$ cat config.mk
export PLATFORM = sky130hd
export DESIGN_NAME = prog_loader
export DESIGN_NICKNAME = d
export VERILOG_FILES = /design/src/rtl/prog_loader.sv
export SDC_FILE = /design/constraint.sdc
export NUM_CORES = 1
export LEC_CHECK = 0
export BUFFER_PORTS_ARGS = -buffer_cell sky130_fd_sc_hd__buf_4
export CAP_MARGIN = 10
export CORE_ASPECT_RATIO = 1.4
export CORE_MARGIN = 2
export CORE_UTILIZATION = 40
export CTS_CLUSTER_SIZE = 30
export DETAILED_ROUTE_END_ITERATION = 10
export REMOVE_ABC_BUFFERS = 1
export SLEW_MARGIN = 20
export SYNTH_ARGS = -nofsm -noshare
export SYNTH_HDL_FRONTEND = slang
export SYNTH_SLANG_ARGS = --single-unit
$ cat constraint.sdc
create_clock -name clk -period 2.45 [get_ports clk]
set_input_delay 0.245 -clock clk [delete_from_list [all_inputs] [get_ports clk]]
set_output_delay 0.245 -clock clk [all_outputs]
set_load 0.03 [all_outputs]
$ cat src/rtl/prog_loader.sv
// prog_loader: writer side of the processor's program memory.
// Receives a byte-serial program image (LEN_HI, LEN_LO, N x {DATA_HI, DATA_LO}, CHK)
// from the UART receiver and writes it word-by-word into program memory. While a
// load runs the CPU is held; completion (good or bad) is flagged by done_tick and
// a sticky err.
//
// Ports:
//   clk          system clock, all state updated on posedge
//   reset_n      asynchronous active-low reset
//   start        one-cycle load request, honoured only in IDLE
//   rx_data      received byte, valid with rx_done_tick
//   rx_done_tick one-cycle strobe per received byte
//   wr_en        one-cycle program-memory write strobe
//   addr         program-memory write address (W bits)
//   w_data       program-memory write data (B bits)
//   busy         load in progress
//   cpu_hold     holds the CPU in reset, same timing as busy
//   done_tick    one-cycle pulse when a load ends
//   err          sticky error flag, cleared by the next accepted start
module prog_loader #(
    parameter int B = 16,
    parameter int W = 11
) (
    input  logic         clk,
    input  logic         reset_n,
    input  logic         start,
    input  logic [7:0]   rx_data,
    input  logic         rx_done_tick,
    output logic         wr_en,
    output logic [W-1:0] addr,
    output logic [B-1:0] w_data,
    output logic         busy,
    output logic         cpu_hold,
    output logic         done_tick,
    output logic         err
);

    typedef enum logic [2:0] {
        S_IDLE   = 3'd0,
        S_LEN_HI = 3'd1,
        S_LEN_LO = 3'd2,
        S_DAT_HI = 3'd3,
        S_DAT_LO = 3'd4,
        S_CHK    = 3'd5,
        S_FIN    = 3'd6
    } state_t;

    // Largest legal word count (the full memory) and the last address.
    localparam logic [16:0]  MAX_N    = 17'(2 ** W);
    localparam logic [W-1:0] ADDR_MAX = {W{1'b1}};

    // Running checksum update: XOR of data bytes.
    function automatic logic [7:0] chk_fold(input logic [7:0] acc, input logic [7:0] b);
        return acc ^ b;
    endfunction

    state_t       state_q, state_d;
    logic [7:0]   len_hi_q, len_hi_d;
    logic [15:0]  n_q, n_d;
    logic [15:0]  cnt_q, cnt_d;
    logic [7:0]   chk_q, chk_d;
    logic [7:0]   dat_hi_q, dat_hi_d;
    logic         wr_en_q, wr_en_d;
    logic [W-1:0] addr_q, addr_d;
    logic [B-1:0] w_data_q, w_data_d;
    logic         busy_q, busy_d;
    logic         cpu_hold_q, cpu_hold_d;
    logic         done_q, done_d;
    logic         err_q, err_d;
    logic [15:0]  n_word_s;

    assign n_word_s = {len_hi_q, rx_data};

    // Next-state and registered-output logic for the frame parser.
    always_comb begin
        state_d    = state_q;
        len_hi_d   = len_hi_q;
        n_d        = n_q;
        cnt_d      = cnt_q;
        chk_d      = chk_q;
        dat_hi_d   = dat_hi_q;
        wr_en_d    = 1'b0;
        w_data_d   = w_data_q;
        busy_d     = busy_q;
        cpu_hold_d = cpu_hold_q;
        done_d     = 1'b0;
        err_d      = err_q;
        // Address advances the cycle after each write; saturates on the last word
        // so a full-memory load leaves addr at the top instead of wrapping.
        if (wr_en_q && (addr_q != ADDR_MAX)) begin
            addr_d = addr_q + {{(W-1){1'b0}}, 1'b1};
        end else begin
            addr_d = addr_q;
        end

        case (state_q)
            S_IDLE: begin
                if (start) begin
                    state_d    = S_LEN_HI;
                    busy_d     = 1'b1;
                    cpu_hold_d = 1'b1;
                    err_d      = 1'b0;
                    addr_d     = '0;
                    chk_d      = 8'h00;
                    cnt_d      = 16'd0;
                end else begin
                    state_d = S_IDLE;
                end
            end
            S_LEN_HI: begin
                if (rx_done_tick) begin
                    len_hi_d = rx_data;
                    state_d  = S_LEN_LO;
                end else begin
                    state_d = S_LEN_HI;
                end
            end
            S_LEN_LO: begin
                if (rx_done_tick) begin
                    n_d = n_word_s;
                    if ((n_word_s == 16'd0) || ({1'b0, n_word_s} > MAX_N)) begin
                        err_d   = 1'b1;
                        done_d  = 1'b1;
                        state_d = S_FIN;
                    end else begin
                        state_d = S_DAT_HI;
                    end
                end else begin
                    state_d = S_LEN_LO;
                end
            end
            S_DAT_HI: begin
                if (rx_done_tick) begin
                    dat_hi_d = rx_data;
                    chk_d    = chk_fold(chk_q, rx_data);
                    state_d  = S_DAT_LO;
                end else begin
                    state_d = S_DAT_HI;
                end
            end
            S_DAT_LO: begin
                if (rx_done_tick) begin
                    chk_d    = chk_fold(chk_q, rx_data);
                    wr_en_d  = 1'b1;
                    w_data_d = {dat_hi_q, rx_data};
                    cnt_d    = cnt_q + 16'd1;
                    // n_q never exceeds 2**W, so the increment cannot overflow.
                    if ((cnt_q + 16'd1) == n_q) begin
                        state_d = S_CHK;
                    end else begin
                        state_d = S_DAT_HI;
                    end
                end else begin
                    state_d = S_DAT_LO;
                end
            end
            S_CHK: begin
                if (rx_done_tick) begin
                    if (rx_data != chk_q) begin
                        err_d = 1'b1;
                    end else begin
                        err_d = err_q;
                    end
                    done_d  = 1'b1;
                    state_d = S_FIN;
                end else begin
                    state_d = S_CHK;
                end
            end
            S_FIN: begin
                busy_d     = 1'b0;
                cpu_hold_d = 1'b0;
                state_d    = S_IDLE;
            end
            default: begin
                state_d = S_IDLE;
            end
        endcase
    end

    // State and output registers with asynchronous clear.
    always_ff @(posedge clk or negedge reset_n) begin
        if (!reset_n) begin
            state_q    <= S_IDLE;
            len_hi_q   <= 8'h00;
            n_q        <= 16'd0;
            cnt_q      <= 16'd0;
            chk_q      <= 8'h00;
            dat_hi_q   <= 8'h00;
            wr_en_q    <= 1'b0;
            addr_q     <= '0;
            w_data_q   <= '0;
            busy_q     <= 1'b0;
            cpu_hold_q <= 1'b0;
            done_q     <= 1'b0;
            err_q      <= 1'b0;
        end else begin
            state_q    <= state_d;
            len_hi_q   <= len_hi_d;
            n_q        <= n_d;
            cnt_q      <= cnt_d;
            chk_q      <= chk_d;
            dat_hi_q   <= dat_hi_d;
            wr_en_q    <= wr_en_d;
            addr_q     <= addr_d;
            w_data_q   <= w_data_d;
            busy_q     <= busy_d;
            cpu_hold_q <= cpu_hold_d;
            done_q     <= done_d;
            err_q      <= err_d;
        end
    end

    assign wr_en     = wr_en_q;
    assign addr      = addr_q;
    assign w_data    = w_data_q;
    assign busy      = busy_q;
    assign cpu_hold  = cpu_hold_q;
    assign done_tick = done_q;
    assign err       = err_q;

endmodule
==> metrics.md <==
| Metric | Value |
|---|---|
| Crit path max-delay family | simple AND/OR/NAND/NOR gates |
| CP cell instances | ha_2 -> nand4_4 -> or4_4 -> a2111o_1 -> or4_4 -> a31o_1 |
| Post-synthesis cell count | approximately 480 |
| Setup TNS | 0 ns |
| Worst-Margin Slew | 0.758 ns |
| Initial antenna violation count | 0 |
| Tot Pwr | 0.00600 W |
| Xor and xnor area share after synthesis | approximately 4.6% |
| Clock Latency Late Sink | 0.35 ns |
| Hold Buf Count CTS | 0 |
| Residual DRC | 0 |
| Fin. Hold Viols | 49 |
| Final Critical Period | 2.45 ns |
| Crit path kind | flip-flop to flip-flop |
| Max-Cap Viols | 0 |
| Most common cell after layout, fill and taps aside | dfrtp_1 |
| I/O pin count | between 40 and 50 |
| TritonCTS buffer count | 9 |
| RSZ-0062 raised after global routing | yes |
| Final Cycle Share | 99.8% |
| Global route overflow | 0 |
| Layout Nets | between 500 and 600 |
| Vias per cell | around 5.5 |
| Count of cell types in the netlist | 47 |
| Drt pass-1 iters | 4 |
| Dpl cells | approximately 670 |
| Number of buffers added on ports | 43 |
| Clock group share of total power | approximately 24% |
| Slew Limit Fails | 0 |
| Synthesized area per cell | around 9.5 sq um |
| First-pass GRT wire length | ~18 mm |
| Initial core utilization | 40.6% |
| Residual antenna-violating net count after detailed routing | 0 |
| Req. time, crit path | about 2.7 ns |
| Clock skew | 0.00691 ns |
| Via Count | 3770 |
| ANT cells | 0 |
| Final Instance Count excl. Fillers | between 600 and 700 |
| Switch Pwr | roughly 0.0022 W |
| Pin count of the biggest net entering global routing | 58 |
| Failing checks | hold timing |
| Synth async-reset ratio | 100% |
| Pleak | approximately 2.5 nW |
| CP endpoint kind | flip-flop |
| Post-synthesis simple-gate area fraction | between 20% and 30% |
| Core area | ~11000 sq um |
| Data arrival, critical path | 2.68 ns |
| Reg area | 2250 sq um |
| # rows | 46 |
| Post-synth EDFFs | 0 |
| Number of global-route vias before repair | 3731 |
| Cell-internal power | about 0.0038 W |
| Worst VDD drop | 0.000631 V |
| GPL Wtd Cong | approximately 0.84 |
| Flops & latches, synth | 90 |
| Multiplexer area fraction after synthesis | roughly 8.4% |
| Layout area overhead | 21.9% |
| Reg power frac | 39.6% |
| Ys flop type | dfrtp_1 |
| HPWL after DPL | 7.67 mm |
| Maximum clock frequency | slightly above 400 MHz |
| Die H | roughly 130 um |
| Final worst slack | roughly 0.0041 ns |
| CP bufs+invs | 0 |
| Worst slew margin | about half |
| Power per cell area | roughly 1100 nW/um^2 |
| CP Launch Type | flip-flop |
| Clk buf depth | 2 |
| Iteration-0 DRC Markers | roughly 190 |
| Die X-Extent | 94.0 um |
| Most Frequent Cell on Critical Path | or4_4 |
| Commonest non-fill, non-tap cells in the layout | dfrtp_1 (90), buf_4 (74), nand2_1 (73), o21ai_0 (50), nor2_1 (37) |
| Count of final setup violators | 0 |
| Hold slack | -0.0317 ns |
| GR Util All Layers | a little under a fifth |
| Switching Share | a little over a third |
| Yosys warns | 0 |
| FILL cells | about 1100 |
| Crit path max fanout | 3 |
| Max incr delay on CP | 0.55 ns |
| Complex-gate fraction of the synthesized area | between 10% and 20% |
| Pre-CTS setup slack | -0.0812 ns |
| Adder-cell share of the synthesized area | less than 1% |
| Wirelength per Cell | approximately 16 um |
| Routed WL | between 10 and 15 mm |
| Comb power frac | between 30% and 40% |
| Clk root buf | clkbuf_16 |
| Status | complete, but fails checks |
| Critical path's slowest cell | or4_4 |
| Part of the Yosys area used for sequential elements | between 40% and 50% |
| Hold Path Class | primary input to asynchronous set/reset pin |
| Footprint of the multi-input gates | around 2200 sq um |
| Die Area | between 10000 and 15000 sq um |
| Largest family of logic cells by synthesized area | simple AND/OR/NAND/NOR gates |
| Htree depth | 3 |
| Clock transition at path regs | 0.07 ns |
| Post-Syn Area | between 4000 and 5000 sq um |
| CTS tree | yes |
| Layout cell share with drive strength beyond 1 | around 25% |
| CTS sink count | 90 |
path summary, 6_finish.rpt:
path / to / cells after the start / from / slack, ns
setup / recovery: state_q[1] / 6 / cnt_q[0] / 0.004
hold / removal: n_q[7] / 1 / reset_n / -0.03
setup reg to reg: state_q[1] / 6 / cnt_q[0] / 0.004
hold reg to reg: w_data[12] / 2 / dat_hi_q[4] / 0.46
max in group asynchronous: chk_q[3] / 2 / reset_n / 1.85
min in group clk: w_data[2] / 3 / rx_data[2] / 0.17
Yosys cell counts, types with 3 or more instances:
library cell	instances	area (sq um)
o21ai_0	50	250
xnor2_1	9	78.8
nor2b_1	3	18.8
inv_1	10	37.5
buf_2	4	20.0
mux2i_1	3	30.0
clkbuf_1	19	71.3
xor2_1	15	131
o31ai_1	5	37.5
or2_2	3	18.8
o2111ai_1	3	26.3
o21a_1	7	52.6
a31oi_1	7	43.8
nand4_1	13	81.3
nor3_1	10	50.1
nand2_1	73	274
a21oi_1	10	50.1
nor2_1	39	146
nor4_1	5	31.3
or4_1	3	22.5
and4_1	3	26.3
and3_1	3	18.8
mux2_2	31	349
nand3_1	10	50.1
buf_4	3	22.5
and2_1	3	18.8
or3_1	4	25.0
nand2b_1	16	100
dfrtp_1	90	2250
state kept, by name (all words and copies together) (netlist names):
name / flops
done_tick: 1
wr_en: 1
n_q: 16
chk_q: 8
addr: 11
w_data: 16
cpu_hold: 1
state_q: 3
err: 1
dat_hi_q: 8
len_hi_q: 8
cnt_q: 16
cell families (layout without fill, tap and decap cells):
| family | after synthesis | count (layout) |
|---|---|---|
| AOI/OAI and AO/OA | 93 | 93 |
| xor gates and xnor gates | 24 | 24 |
| adders and majority gates | 2 | 2 |
| buffers and inverters | 36 | 101 |
| DFF | 90 | 90 |
| muxes | 34 | 34 |
| and+or+nand+nor | 196 | 196 |
power groups by stage:
stage | combinational, W | sequential [W] | clock (W)
floorplan | 0.00113 | 0.00266 | 0
global placement | 0.00213 | 0.00238 | 0
detailed placement | 0.00218 | 0.00240 | 0
CTS | 0.00219 | 0.00238 | 0.00148
global route | 0.00241 | 0.00245 | 0.00153
finish | 0.00217 | 0.00237 | 0.00145
stage by stage:
stage / util, % / instance area, sq um
finish: 49.5 / 5530
floorplan: - / 4420
global placement: 46.4 / 5180
CTS: 49.3 / 5500
global route: 49.5 / 5530
detailed placement: 46.4 / 5180
repair_timing:
action | in CTS | in global routing
setup endpoints to repair | 1 | 2
pin swaps | 2 | 2
setup buffers | 0 | 0
resized for setup | 3 | 4
per-layer routing:
| metal | up-vias | wire length, um | GRT usage, % |
|---|---|---|---|
| met1 | 1873 | 4530 | 22.1 |
| li1 | 1790 | - | - |
| met2 | 76 | 5710 | 34.1 |
| met3 | 31 | 334 | 3.46 |
| met5 | - | 0 | 0 |
| met4 | 0 | 374 | 8.95 |
area by class of cell:
class                   count  area share [%]
multi-input cells         349            39.2
well taps                 144            3.26
repair buffers             75            10.4
clock buffers              13            4.89
flip-flops and latches     90            40.8
inverters                  10           0.679
clock inverters             3           0.838
No activity file was read; power rests on OpenSTA's default activity.
